### config.mk
export PLATFORM = sky130hd
export DESIGN_NAME = bp_common_eaddr_xlate
export DESIGN_NICKNAME = d
export VERILOG_FILES = /design/src/rtl/bp_common_pkg.sv /design/src/rtl/bsg_two_fifo.sv /design/src/rtl/bp_common_eaddr_xlate.sv
export SDC_FILE = /design/constraint.sdc
export NUM_CORES = 1
export LEC_CHECK = 0
export CAP_MARGIN = 10
export CORE_ASPECT_RATIO = 0.7
export CORE_MARGIN = 2
export CORE_UTILIZATION = 46
export CTS_CLUSTER_DIAMETER = 120
export DETAILED_ROUTE_END_ITERATION = 10
export GPL_ROUTABILITY_DRIVEN = 0
export PLACE_DENSITY = 0.8
export SLEW_MARGIN = 5
export SYNTH_ARGS = -nofsm -noshare
export SYNTH_HDL_FRONTEND = slang
export SYNTH_SLANG_ARGS = --single-unit
### constraint.sdc
create_clock -name clk_i -period 5.3 [get_ports clk_i]
set_clock_uncertainty 0.2 [all_clocks]
set_input_delay 1.325 -clock clk_i [delete_from_list [all_inputs] [get_ports clk_i]]
set_output_delay 1.325 -clock clk_i [all_outputs]
set_load 0.01 [all_outputs]
### src/rtl/bp_common_pkg.sv
// Common address-width constants and shared types for the
// effective-address translation stage.
package bp_common_pkg;

   localparam int bp_eaddr_width_gp = 64;
   localparam int bp_vaddr_width_gp = 22;
   localparam int bp_paddr_width_gp = 22;

   typedef enum logic [1:0] {
      e_size_byte   = 2'd0,
      e_size_half   = 2'd1,
      e_size_word   = 2'd2,
      e_size_double = 2'd3
   } bp_size_e;

   typedef struct packed {
      logic [bp_paddr_width_gp-1:0] paddr;
      logic                         page_fault;
      logic                         misaligned;
   } bp_xlate_entry_s;

endpackage

### src/rtl/bsg_two_fifo.sv
// Two-entry FIFO with registered ready/valid; fully decouples
// the producer from consumer backpressure.
module bsg_two_fifo #(
   parameter int width_p = 1
) (
   input  logic               clk_i,
   input  logic               reset_i,
   input  logic               v_i,
   output logic               ready_o,
   input  logic [width_p-1:0] data_i,
   output logic               v_o,
   input  logic               ready_i,
   output logic [width_p-1:0] data_o
);

   typedef enum logic [1:0] {
      e_empty = 2'd0,
      e_one   = 2'd1,
      e_full  = 2'd2
   } state_e;

   state_e             state_q, state_d;
   logic               v_q, ready_q;
   logic               wptr_q, rptr_q;
   logic [width_p-1:0] mem_q [2];
   logic               enq, deq;

   assign enq = v_i & ready_q;
   assign deq = v_q & ready_i;

   always_comb begin
      state_d = state_q;
      unique case (state_q)
         e_empty: if (enq) state_d = e_one;
         e_one: begin
            if (enq & ~deq)      state_d = e_full;
            else if (deq & ~enq) state_d = e_empty;
         end
         e_full: if (deq) state_d = e_one;
         default: state_d = e_empty;
      endcase
   end

   // Handshake outputs are registered from the next state so they
   // never depend combinationally on v_i or ready_i.
   always_ff @(posedge clk_i) begin
      if (reset_i) begin
         state_q  <= e_empty;
         v_q      <= 1'b0;
         ready_q  <= 1'b1;
         wptr_q   <= 1'b0;
         rptr_q   <= 1'b0;
         mem_q[0] <= '0;
         mem_q[1] <= '0;
      end else begin
         state_q <= state_d;
         v_q     <= (state_d != e_empty);
         ready_q <= (state_d != e_full);
         if (enq) begin
            mem_q[wptr_q] <= data_i;
            wptr_q        <= ~wptr_q;
         end
         if (deq) rptr_q <= ~rptr_q;
      end
   end

   assign ready_o = ready_q;
   assign v_o     = v_q;
   assign data_o  = mem_q[rptr_q];

endmodule

### src/rtl/bp_common_eaddr_xlate.sv
// Identity effective-to-physical address stage with canonical and
// alignment checks, a 2-entry output buffer and a fault counter.
module bp_common_eaddr_xlate
   import bp_common_pkg::*;
#(
   parameter int eaddr_width_p = bp_eaddr_width_gp,
   parameter int vaddr_width_p = bp_vaddr_width_gp,
   parameter int paddr_width_p = bp_paddr_width_gp
) (
   input  logic                     clk_i,
   input  logic                     reset_i,
   input  logic                     v_i,
   output logic                     ready_o,
   input  logic [eaddr_width_p-1:0] eaddr_i,
   input  logic [1:0]               size_i,
   output logic                     v_o,
   input  logic                     ready_i,
   output logic [paddr_width_p-1:0] paddr_o,
   output logic                     page_fault_o,
   output logic                     misaligned_o,
   output logic [15:0]              fault_count_o
);

   localparam int hi_w_lp = eaddr_width_p - vaddr_width_p + 1;

   logic [hi_w_lp-1:0] hi_bits;
   logic               canonical;
   logic               misaligned;
   logic               accept;
   bp_size_e           size;
   bp_xlate_entry_s    entry_in, entry_out;
   logic [15:0]        fault_cnt_q, fault_cnt_d;

   // Sign bit plus every bit above it must agree.
   assign hi_bits   = eaddr_i[eaddr_width_p-1:vaddr_width_p-1];
   assign canonical = (&hi_bits) | ~(|hi_bits);
   assign size      = bp_size_e'(size_i);

   always_comb begin
      misaligned = 1'b0;
      unique case (size)
         e_size_byte:   misaligned = 1'b0;
         e_size_half:   misaligned = eaddr_i[0];
         e_size_word:   misaligned = |eaddr_i[1:0];
         e_size_double: misaligned = |eaddr_i[2:0];
         default:       misaligned = 1'b0;
      endcase
   end

   always_comb begin
      entry_in            = '0;
      entry_in.page_fault = ~canonical;
      entry_in.misaligned = misaligned;
      if (canonical)
         entry_in.paddr =
            bp_paddr_width_gp'(eaddr_i[paddr_width_p-1:0]);
   end

   assign accept = v_i & ready_o;

   always_comb begin
      fault_cnt_d = fault_cnt_q;
      if (accept & (entry_in.page_fault | entry_in.misaligned)
          & (fault_cnt_q != 16'hFFFF))
         fault_cnt_d = fault_cnt_q + 16'd1;
   end

   always_ff @(posedge clk_i) begin
      if (reset_i) fault_cnt_q <= '0;
      else         fault_cnt_q <= fault_cnt_d;
   end

   bsg_two_fifo #(
      .width_p($bits(bp_xlate_entry_s))
   ) u_fifo (
      .clk_i  (clk_i),
      .reset_i(reset_i),
      .v_i    (v_i),
      .ready_o(ready_o),
      .data_i (entry_in),
      .v_o    (v_o),
      .ready_i(ready_i),
      .data_o (entry_out)
   );

   assign paddr_o       = paddr_width_p'(entry_out.paddr);
   assign page_fault_o  = entry_out.page_fault;
   assign misaligned_o  = entry_out.misaligned;
   assign fault_count_o = fault_cnt_q;

endmodule

* Word-level counts from Yosys, hierarchy flattened
Memory sizes are Yosys's and may differ from the RTL's. A register that Yosys moved wholly into a read port is not among the register bits.
Cells that the tools add are included.
W data, S select, Z words.
** Storage, ports and cells
- Register bits :: 22
- Memory bits (writable) :: 48
- Bits of input ports :: 70
- Output and inout bits :: 42
- Word-level logic and storage cells :: 54
- Memories kept :: 1
** Operators by class
- $add $sub $neg :: 1
- Eq/ne operators :: 7
- Muxes and demuxes :: 17
- Bitwise operators :: 14
- Reduce and logical (&&, ||, !) cells :: 8
** Memory list
- u_fifo.mem_q :: words 2, bits a word 24, read ports 1, clocked after memory_dff 1, wr ports 2, RTL line bsg_two_fifo.sv:25 : logic [width_p-1:0] mem_q [2];
** Operator list (number)
- $reduce_and A43 Y1 :: 1
- $reduce_or A43 Y1 :: 1
- $mux W24 :: 1
- $reduce_or A24 Y1 :: 1
- $mux W22 :: 1
- $add A16 B1 Y16 const B :: 1
- $ne A16 B16 Y1 const B :: 1
- $mux W1 :: 9
- $mux W2 :: 4
- $and A1 B1 Y1 :: 6
- $eq A2 B2 Y1 const B :: 3
- $not A1 Y1 :: 6
- $pmux W2 S3 :: 1
- $eq A2 B1 Y1 const B :: 2
- $logic_not A2 Y1 :: 2
- $pmux W1 S4 :: 1
- $reduce_or A3 Y1 :: 1
- $ne A2 B2 Y1 const B :: 1
- $or A1 B1 Y1 :: 2
- $reduce_bool A2 Y1 :: 1
- $reduce_or A2 Y1 :: 1

* Depth between registers and ports, before layout
- Depth in word-level cells :: 7
- Mapped depth :: 7

* Hierarchy
From an unflattened synthesis, not the netlist that was laid out.
** Second synthesis, totals
- Cell total of the unflattened synthesis :: 320
- Area, all modules :: 3626.0 um^2
** Modules (own cells, without submodules)
- bsg_two_fifo :: instances 1, cells each 155, area an instance 2352.3 um^2, sequential area each 1581.5 um^2
- bp_common_eaddr_xlate :: instances 1, cells each 165, area an instance 1273.7 um^2, sequential area each 320.3 um^2

* Worst setup path before layout
No wires, ideal clock.
- Kind :: input to register
- Start point :: input port v_i
- End point :: memory u_fifo.mem_q[0][0] in the netlist's numbering (enable)
- Arrival time :: 3.550 ns
- Required time :: 4.662 ns
- Path slack :: 1.112 ns
- Stages :: 4
- Path through :: nand2_1 > clkbuf_1 > clkbuf_1 > o21ai_0
** RTL lines
- start, declared :: RTL line bp_common_eaddr_xlate.sv:12 : input logic v_i,
- end, declared :: RTL line bsg_two_fifo.sv:25

==> flow_metrics.tcl <==
set metrics [dict create \
    worstSetupStartpointType "flip-flop" \
    hold_viol_final 0 \
    p_leak_nw 1.75 \
    dieArea_um2 8240 \
    synth_area_um2 3460 \
    p_per_area_nw_per_um2 268 \
    rows 26 \
    cts_buffer_depth 2 \
    peakVddDrop_v 0.000122 \
    clockPowerShare_pct 34.3 \
    synth.most_common_cell "edfxtp_1" \
    cts_tree "yes" \
    p_total_mw 1.31 \
    p_seq_share_pct 49.4 \
    ys_warn_count 0 \
    h-tree-depth 3 \
    cts_setup_buffers 0 \
    dr.pass1.iters 4 \
    die_h_um 76.5 \
    dieWidth_um 108 \
    syn_to_final_growth_pct 41.1 \
    worst_setup_path_end_kind "primary output" \
    via_count 2850 \
    cts_made_buffers 9 \
    layout.nets 488 \
    grt-ovfl-total 0 \
    required_ns 3.77 \
    drt_iter0_markers 184 \
    hold_path.class "reg -> reg" \
    fmax_mhz 260 \
    slew-limit-headroom_pct 28.1 \
    combPwrFrac_pct 16.2 \
    synth_top_area_cell "edfxtp_1" \
    grt_pass1_wl_um 13200 \
    numClockSinks 71 \
    vias_per_cell 5.48 \
    syn_nets 375 \
    io_pins 112 \
    path_clk_slew_ns 0.09 \
    drc_errors 0 \
    antenna_found_initial 0 \
    tightest_slew_ns 1.08 \
    ys_types 39 \
    synth_edf_count 48 \
    final_antenna_net_count 0 \
    period_minus_slack_ns 3.84 \
    grt.total_usage_pct 20.5 \
    wl_per_cell_um 15.9 \
    drv_slew 0 \
    synth_area_per_cell_um2 11.4 \
    critPathArrivalTime_ns 2.32 \
    status "complete, no violations" \
    p_switching_uw 326 \
    synthTopCellsByArea "edfxtp_1 42%, dfxtp_1 13%, mux2_2 8.1%" \
    cts.repair.resized 0 \
    grt_setup_unrepaired "no" \
    synth_top_area_share_pct 41.7 \
    path_class "reg -> out" \
    p_int_uw 980 \
    synthCells 304 \
    yosys-top-cells-count "48 x edfxtp_1, 44 x and2_1, 25 x mux2_2, 23 x dfxtp_1, 22 x nor2_1" \
    finalSetupViolations 0 \
    ys_seq_elements 71 \
    maxCapViolations 0 \
    worstSkewPairLatency_ns 0.35 \
    grt_pass1_vias 2742 \
    timing.final.crit_share_pct 72.5 \
    yosys_most_used_dff "edfxtp_1" \
    antennaDiodeCount 0 \
    clockRootBuffer "clkbuf_8" \
    portBuffers 111 \
    setup_tns_ns 0 \
    holdBufCountCts 0 \
    finalWirelength_um 8250 \
    ys_seq_area_share_pct 55.0 \
    p_sw_share_pct 25.0 \
    dp_hpwl_um 5780 \
    cp_max_fo 24 \
    whs_ns 0.321 \
    drive_gt1_share_pct 14.0 \
    synthArstFlopShare_pct 0 \
    grt_max_degree 31 \
    design.core.area_um2 7290 \
    start_util_pct 47.4 \
]
critical path, stage by stage, from the launching register on:
cell             delay [ns]
dfxtp_1                1.04
mux2_2                 0.42
clkdlybuf4s50_1        0.51
routing by layer:
metal  part of all wire, %  GRT usage, %
met2                    47          32.5
met3                   7.9          6.84
met4                  0.90          6.41
met1                    44          26.6
met5                     0             0
layout by cell type (no fill, tap or decap), types with 7 or more instances in the layout:
master	count
clkdlybuf4s50_1	111
edfxtp_1	48
and2_1	44
mux2_2	25
dfxtp_1	23
nor2_1	22
nand4_1	19
nor4_1	18
nand2_1	12
nand3_1	10
clkbuf_8	9
a21oi_1	8
nor2b_1	7
mux2_4	7
flip-flops by register name, summed over array words and instances (netlist names), named ones only:
signal / count
u_fifo.wptr_q: 1
u_fifo.rptr_q: 1
fault_count_o: 16
u_fifo.mem_q: 48
u_fifo.ready_o: 1
u_fifo.state_q: 2
u_fifo.v_o: 1
area by class of cell:
| cell class | count | area [um^2] |
|---|---|---|
| clock buffer | 9 | 124 |
| inverter | 5 | 18.8 |
| tap | 98 | 123 |
| timing repair buffer | 117 | 1160 |
| sequential | 71 | 1900 |
| fill | 579 | 2410 |
| multi-input combinational | 213 | 1470 |
| clock inverter | 7 | 85.1 |
stage by stage:
step                      utilization, %  instances  instance area (um^2)  setup slack (ns)
after detailed placement            64.0        503                  4660             0.941
final                               66.9        520                  4880              1.46
after CTS                           66.8        519                  4870              1.30
after global routing                66.9        520                  4880              1.26
after floorplan                        -        304                  3460              1.11
after global placement              64.0        503                  4660              1.06
logic make-up after synthesis:
logic type,synth area share (%)
flip-flops,55.0
buffers and inverters,2.57
adder cells (fa/ha/maj),0.362
AND/OR/NAND/NOR,24.8
AO/OA/AOI/OAI,5.57
XOR/XNOR,0.507
multiplexers,11.2
worst paths after layout:
check / start / endpoint / slack (ns) / cells past startpoint
setup reg to reg: fault_count_o[0] / fault_count_o[13] / 2.75 / 8
hold reg to reg: fault_count_o[6] / fault_count_o[6] / 0.32 / 2
hold / removal: fault_count_o[6] / fault_count_o[6] / 0.32 / 2
setup / recovery: flip-flop / paddr_o[0] / 1.46 / 2
power groups by stage:
stage	registers [mW]	clock network (mW)	logic [mW]
2_1_floorplan	0.649	0	0.0887
3_3_place_gp	0.657	0	0.207
3_5_place_dp	0.659	0	0.211
4_1_cts	0.646	0.458	0.213
5_1_grt	0.651	0.484	0.227
6_report	0.646	0.449	0.212
(Power assumes the default switching activity.)
